[config.mk]
export PLATFORM = sky130hd
export DESIGN_NAME = video_timing_flat
export DESIGN_NICKNAME = d
export VERILOG_FILES = /design/src/rtl/video_timing_pkg.sv /design/src/rtl/video_timing_if.sv /design/src/rtl/video_irq.sv /design/src/rtl/video_timing.sv /design/src/flat_wrapper.sv
export SDC_FILE = /design/constraint.sdc
export NUM_CORES = 1
export LEC_CHECK = 0
export ABC_AREA = 1
export CAP_MARGIN = 30
export CELL_PAD_IN_SITES_DETAIL_PLACEMENT = 2
export CELL_PAD_IN_SITES_GLOBAL_PLACEMENT = 2
export CORE_MARGIN = 5
export CORE_UTILIZATION = 28
export CTS_BUF_LIST = sky130_fd_sc_hd__clkbuf_8
export DETAILED_ROUTE_END_ITERATION = 6
export GPL_ROUTABILITY_DRIVEN = 0
export GPL_TIMING_DRIVEN = 0
export MAX_ROUTING_LAYER = met4
export PLACE_DENSITY = 0.95
export SLEW_MARGIN = 10
export SYNTH_ARGS = -nofsm -noshare
export SYNTH_HDL_FRONTEND = slang
export SYNTH_SLANG_ARGS = --single-unit
[constraint.sdc]
create_clock -name clk -period 2.7 [get_ports clk]
set_clock_uncertainty 0.1 [all_clocks]
set_input_delay 0.675 -clock clk [delete_from_list [all_inputs] [get_ports clk]]
set_output_delay 0.675 -clock clk [all_outputs]
set_load 0.05 [all_outputs]
[src/rtl/video_timing_pkg.sv]
// Shared video timing definitions: default CRT timing constants and the fixed
// counter widths used by the timing generator and the object/sprite stages.
package video_timing_pkg;

    localparam int unsigned HCountWidth = 9;
    localparam int unsigned VCountWidth = 8;

    localparam int unsigned DefHTotal   = 320;
    localparam int unsigned DefHVisible = 256;
    localparam int unsigned DefHsStart  = 272;
    localparam int unsigned DefHsEnd    = 304;

    localparam int unsigned DefVTotal   = 256;
    localparam int unsigned DefVVisible = 232;
    localparam int unsigned DefVsStart  = 240;
    localparam int unsigned DefVsEnd    = 244;

    typedef logic [HCountWidth-1:0] hcount_t;
    typedef logic [VCountWidth-1:0] vcount_t;

endpackage

[src/rtl/video_timing_if.sv]
// Video timing bus: pixel enable and CPU interrupt acknowledge towards the
// timing generator, counters/blanking/sync/frame/irq back to the consumers.
//   master : timing generator side (drives counters, decodes, irq)
//   slave  : consumer / CPU side (drives ce5, irq_ack)
interface video_timing_if;
    import video_timing_pkg::*;

    logic    ce5;
    logic    irq_ack;
    hcount_t hcount;
    vcount_t vcount;
    logic    hblank;
    logic    vblank;
    logic    hsync_n;
    logic    vsync_n;
    logic    frame_start;
    logic    irq;

    modport master (
        input  ce5, irq_ack,
        output hcount, vcount, hblank, vblank, hsync_n, vsync_n, frame_start, irq
    );

    modport slave (
        output ce5, irq_ack,
        input  hcount, vcount, hblank, vblank, hsync_n, vsync_n, frame_start, irq
    );

endinterface

[src/rtl/video_irq.sv]
// Level CPU interrupt flip-flop.
//   clk   : system clock
//   reset : synchronous active-high reset, clears irq
//   set   : set request (takes priority over ack)
//   ack   : single-cycle acknowledge, clears irq
//   irq   : registered interrupt request level
module video_irq (
    input  logic clk,
    input  logic reset,
    input  logic set,
    input  logic ack,
    output logic irq
);

    logic irq_q, irq_d;

    always_comb begin
        irq_d = irq_q;
        if (set) begin
            irq_d = 1'b1;
        end else if (ack) begin
            irq_d = 1'b0;
        end
    end

    always_ff @(posedge clk) begin
        if (reset) begin
            irq_q <= 1'b0;
        end else begin
            irq_q <= irq_d;
        end
    end

    assign irq = irq_q;

endmodule

[src/rtl/video_timing.sv]
// Video timing generator: pixel/line counters advanced by a pixel clock enable,
// zero-latency blanking/sync decodes, frame start pulse and a CPU interrupt
// raised every 64 lines.
//   clk   : 10 MHz system clock, the only clock
//   reset : synchronous active-high reset
//   bus   : video_timing_if master (ce5, irq_ack in; counters, decodes, irq out)
module video_timing
    import video_timing_pkg::*;
#(
    parameter int unsigned H_TOTAL   = DefHTotal,
    parameter int unsigned H_VISIBLE = DefHVisible,
    parameter int unsigned HS_START  = DefHsStart,
    parameter int unsigned HS_END    = DefHsEnd,
    parameter int unsigned V_TOTAL   = DefVTotal,
    parameter int unsigned V_VISIBLE = DefVVisible,
    parameter int unsigned VS_START  = DefVsStart,
    parameter int unsigned VS_END    = DefVsEnd
) (
    input logic           clk,
    input logic           reset,
    video_timing_if.master bus
);

    if (!(H_VISIBLE < HS_START && HS_START < HS_END && HS_END <= H_TOTAL &&
          H_TOTAL <= (1 << HCountWidth))) begin : g_bad_h_params
        $error("video_timing: illegal horizontal timing parameters");
    end

    if (!(V_VISIBLE < VS_START && VS_START < VS_END && VS_END <= V_TOTAL &&
          V_TOTAL <= (1 << VCountWidth))) begin : g_bad_v_params
        $error("video_timing: illegal vertical timing parameters");
    end

    localparam hcount_t HLast    = hcount_t'(H_TOTAL - 1);
    localparam hcount_t HVisible = hcount_t'(H_VISIBLE);
    localparam hcount_t HsStart  = hcount_t'(HS_START);
    localparam hcount_t HsEnd    = hcount_t'(HS_END);
    localparam vcount_t VLast    = vcount_t'(V_TOTAL - 1);
    localparam vcount_t VVisible = vcount_t'(V_VISIBLE);
    localparam vcount_t VsStart  = vcount_t'(VS_START);
    localparam vcount_t VsEnd    = vcount_t'(VS_END);

    hcount_t hcount_q, hcount_d;
    vcount_t vcount_q, vcount_d;
    logic    at_origin;
    logic    irq_set;

    always_comb begin
        hcount_d = hcount_q;
        vcount_d = vcount_q;
        if (bus.ce5) begin
            if (hcount_q == HLast) begin
                hcount_d = '0;
                vcount_d = (vcount_q == VLast) ? '0 : vcount_q + 1'b1;
            end else begin
                hcount_d = hcount_q + 1'b1;
            end
        end
    end

    always_ff @(posedge clk) begin
        if (reset) begin
            hcount_q <= '0;
            vcount_q <= '0;
        end else begin
            hcount_q <= hcount_d;
            vcount_q <= vcount_d;
        end
    end

    assign bus.hcount  = hcount_q;
    assign bus.vcount  = vcount_q;
    assign bus.hblank  = (hcount_q >= HVisible);
    assign bus.vblank  = (vcount_q >= VVisible);
    assign bus.hsync_n = !((hcount_q >= HsStart) && (hcount_q < HsEnd));
    assign bus.vsync_n = !((vcount_q >= VsStart) && (vcount_q < VsEnd));

    assign at_origin       = (hcount_q == '0) && (vcount_q == '0);
    assign bus.frame_start = bus.ce5 && !reset && at_origin;

    // Interrupt on the first pixel of every 64th line (0, 64, 128, 192).
    assign irq_set = bus.ce5 && (hcount_q == '0) && (vcount_q[5:0] == 6'd0);

    video_irq u_irq (
        .clk   (clk),
        .reset (reset),
        .set   (irq_set),
        .ack   (bus.irq_ack),
        .irq   (bus.irq)
    );

endmodule

[src/flat_wrapper.sv]
// flat-port wrapper written by rule: the top's interface ports become plain ports
module video_timing_flat import video_timing_pkg::*;
#(
    parameter int unsigned H_TOTAL   = DefHTotal,
    parameter int unsigned H_VISIBLE = DefHVisible,
    parameter int unsigned HS_START  = DefHsStart,
    parameter int unsigned HS_END    = DefHsEnd,
    parameter int unsigned V_TOTAL   = DefVTotal,
    parameter int unsigned V_VISIBLE = DefVVisible,
    parameter int unsigned VS_START  = DefVsStart,
    parameter int unsigned VS_END    = DefVsEnd
)
  (clk, reset, bus_ce5, bus_irq_ack, bus_hcount, bus_vcount, bus_hblank, bus_vblank, bus_hsync_n, bus_vsync_n, bus_frame_start, bus_irq);
  video_timing_if bus_i ();
  input logic clk;
  input logic reset;
  input wire logic [$bits(bus_i.ce5)-1:0] bus_ce5;
  input wire logic [$bits(bus_i.irq_ack)-1:0] bus_irq_ack;
  output wire logic [$bits(bus_i.hcount)-1:0] bus_hcount;
  output wire logic [$bits(bus_i.vcount)-1:0] bus_vcount;
  output wire logic [$bits(bus_i.hblank)-1:0] bus_hblank;
  output wire logic [$bits(bus_i.vblank)-1:0] bus_vblank;
  output wire logic [$bits(bus_i.hsync_n)-1:0] bus_hsync_n;
  output wire logic [$bits(bus_i.vsync_n)-1:0] bus_vsync_n;
  output wire logic [$bits(bus_i.frame_start)-1:0] bus_frame_start;
  output wire logic [$bits(bus_i.irq)-1:0] bus_irq;
  assign bus_i.ce5 = bus_ce5;
  assign bus_i.irq_ack = bus_irq_ack;
  assign bus_hcount = bus_i.hcount;
  assign bus_vcount = bus_i.vcount;
  assign bus_hblank = bus_i.hblank;
  assign bus_vblank = bus_i.vblank;
  assign bus_hsync_n = bus_i.hsync_n;
  assign bus_vsync_n = bus_i.vsync_n;
  assign bus_frame_start = bus_i.frame_start;
  assign bus_irq = bus_i.irq;
  video_timing #(.H_TOTAL(H_TOTAL), .H_VISIBLE(H_VISIBLE), .HS_START(HS_START), .HS_END(HS_END), .V_TOTAL(V_TOTAL), .V_VISIBLE(V_VISIBLE), .VS_START(VS_START), .VS_END(VS_END)) u_core (.clk(clk), .reset(reset), .bus(bus_i));
endmodule
==> flow_summary.yaml <==
floorplan:
  dieArea_mm2: 0.00503
  core_mm2: 0.00363
  row_count: 22
  die_h_um: 70.9
  start_util_pct: 28.6
  num_io_pins: 27
  die_x_um: 70.9
timing:
  final.setup.tns_ns: 0
  setup_ws_ns: 0.156
  hold_viol: 0
  slew_headroom_pct: 65.6
  worstMarginPinSlew_ns: 0.515
  period_minus_slack_ns: 2.54
  rsz0062_at_grt: "false"
  fin_crit_sh_pct: 94.2
  setup_violations: 0
  maxSlewViolCount: 0
  max_freq_mhz: 393
grt:
  antenna_found_initial: 0
  grt_max_degree: 11
  grtUsageTotal_pct: 16.9
  grt_pass1_wl_um: 6560
  grt_pass1_vias: 1327
  grt_overflow: 0
route:
  wl_um: 3820
  vias_per_cell: 4.78
  wire_per_inst_um: 16.2
  drt-pass1-iter-count: 2
  drt_iter0_drc: 27
  via_count: 1127
  ant_nets: 0
  drc: 0
cts:
  cts_tree: "done"
  clock-sinks: 18
  ctsHoldBuffers: 0
  clock_latency_ns: 0.26
  postCtsSetupRepairBufs: 0
  clk_pin_slew_ns: 0.07
  htree_levels: 1
  cts-root-buf: "clkbuf_8"
  cts_buffer_depth: 2
  cts_buffers: 3
yosys:
  synth_fp_nets: 166
  syn_area_per_cell_um2: 6.57
  syn_area_mm2: 0.00104
  ys_ff_latch: 18
  yosysSeqAreaShare_pct: 34.7
  yosys.cell_types.count: 23
  syn_inst: 158
  yosysWarnings: 0
job:
  maxCapViolCount: 0
finish:
  final_cells: 236
  synthToLayoutAreaGrowth_pct: 36.5
  num_antenna_cells: 0
  drive_above_1_share_pct: 8.51
  fin_nets: 197
placement:
  port_buffers: 26
  place_ws_ns: -0.739
  hpwl_um: 2950
  placedCellCount: 232
hold_path:
  min_from: "u_core.u_irq.irq"
  hp-class: "register to register"
worst_setup_path:
  reg2reg_from: "u_core.bus.hcount[0]"
  cp-end-kind: "output port"
  crit_fanout: 7
  critPathLaunchType: "input pin"
  crit_type: "input pin to output port"
  cp.required_ns: 1.92
  cp-startpoint: "bus_ce5"
  cp_data_arrival_time_ns: 1.77
power_and_ir_drop:
  power_leakage_nw: 0.591
  peakVddDrop_mv: 0.155
  power_density_mw_per_mm2: 400
run_status:
  status: "finished, final reports clean"
## metal layers
| metal | GRT usage (%) | up-vias | wire (µm) |
|---|---|---|---|
| li1 | - | 550 | - |
| met1 | 18.5 | 549 | 1680 |
| met2 | 31.1 | 23 | 1960 |
| met3 | 2.84 | 5 | 125 |
| met4 | 5.01 | 0 | 53 |
| met5 | - | - | 0 |
## cell families (layout without fill, tap and decap cells)
| logic type | after synthesis | count (layout) | share of synthesized area, % |
|---|---|---|---|
| AOI/OAI and AO/OA | 10 | 10 | 4.82 |
| xor gates and xnor gates | 2 | 2 | 1.69 |
| adders and majority gates | 4 | 4 | 4.82 |
| buffers and inverters | 26 | 56 | 9.40 |
| DFF | 18 | 18 | 34.7 |
| and+or+nand+nor | 98 | 98 | 44.6 |
## cells in the mapped netlist
cell | n | area share, %
nand2_1 | 36 | 13
nor2_1 | 32 | 12
inv_1 | 23 | 8.3
dfxtp_1 | 18 | 35
nand3_1 | 14 | 6.7
a21oi_1 | 4 | 1.9
ha_1 | 4 | 4.8
o21ai_1 | 4 | 1.9
nand4_1 | 3 | 1.8
nor2_2 | 3 | 1.8
nor3b_1 | 3 | 2.2
o21ai_0 | 2 | 0.96
xor2_1 | 2 | 1.7
clkbuf_1 | 1 | 0.36
clkinv_1 | 1 | 0.36
inv_2 | 1 | 0.36
nand2_4 | 1 | 1.1
nand3_2 | 1 | 0.96
nand3_4 | 1 | 1.7
nor2_4 | 1 | 1.1
nor3_1 | 1 | 0.48
nor3_4 | 1 | 1.6
or2_2 | 1 | 0.60
## area by class of cell
class | count | area (µm²)
fillers | 455 | 2220
multi-input cells | 114 | 581
flip-flops and latches | 18 | 360
repair buffers | 26 | 259
inverters | 25 | 98.8
well taps | 48 | 60.1
clock buffers | 4 | 55.1
plain buffers | 1 | 3.75
## power breakdown
| group | total (mW) | switching, mW | leakage, nW | internal [mW] |
|---|---|---|---|---|
| sequential | 0.273 | 0.00362 | 0.146 | 0.269 |
| combinational | 0.0610 | 0.0408 | 0.416 | 0.0202 |
| clock | 0.233 | 0.103 | 0.0288 | 0.130 |
## path summary, 6_finish.rpt
path | to | slack [ns] | depth (start not counted)
worst max-delay path | bus_frame_start | 0.16 | 6
worst min register to register | u_core.u_irq.irq | 0.38 | 2
worst max register to register | u_core.bus.vcount[3] | 1.02 | 8
worst min-delay path | u_core.u_irq.irq | 0.38 | 2
## worst max-delay path, cell delays in order
cell           delay (ns)
dlygate4sd2_1        0.34
nand3_1              0.12
nor2_1               0.15
nand3_1              0.14
nor2_1               0.13
buf_4                0.21
## flip-flops by register name (all words and copies together), names as in the netlist
| name | cells |
|---|---|
| u_core.bus.vcount | 8 |
| u_core.u_irq.irq | 1 |
| u_core.bus.hcount | 9 |
## what timing repair did
item                                    in CTS  in global routing
pin swaps                                    0                  0
endpoints found under the setup margin       3                  2
gates cloned                                 0                  0
resized for setup                           11                  2
## through the flow
step | hold slack [ns] | utilization (%) | area, µm² | total power [mW]
after floorplan | 0.578 | - | 1040 | 0.315
after global placement | 0.352 | 37.4 | 1360 | 0.336
after detailed placement | 0.375 | 37.4 | 1360 | 0.341
after CTS | 0.389 | 38.9 | 1410 | 0.575
after global routing | 0.414 | 39.0 | 1420 | 0.592
final | 0.382 | 39.0 | 1420 | 0.567
## layout by cell type, fill, tap and decap left out
master           count
nor3_1               1
nand3_2              1
nand3_1             14
xor2_1               2
or2_2                1
dlygate4sd2_1        3
nand2_4              1
o21ai_0              2
clkbuf_1             1
inv_2                1
nand2_1             36
nand4_1              3
nor2_4               1
clkinv_4             1
dlymetal6s2s_1       2
buf_4                1
ha_1                 4
clkbuf_8             4
a21oi_1              4
dfxtp_1             18
clkdlybuf4s50_1     20
nor3_4               1
inv_1               23
nand3_4              1
nor2_2               3
nor3b_1              3
o21ai_1              4
nor2_1              32
Power figures use the tool's default switching activity.
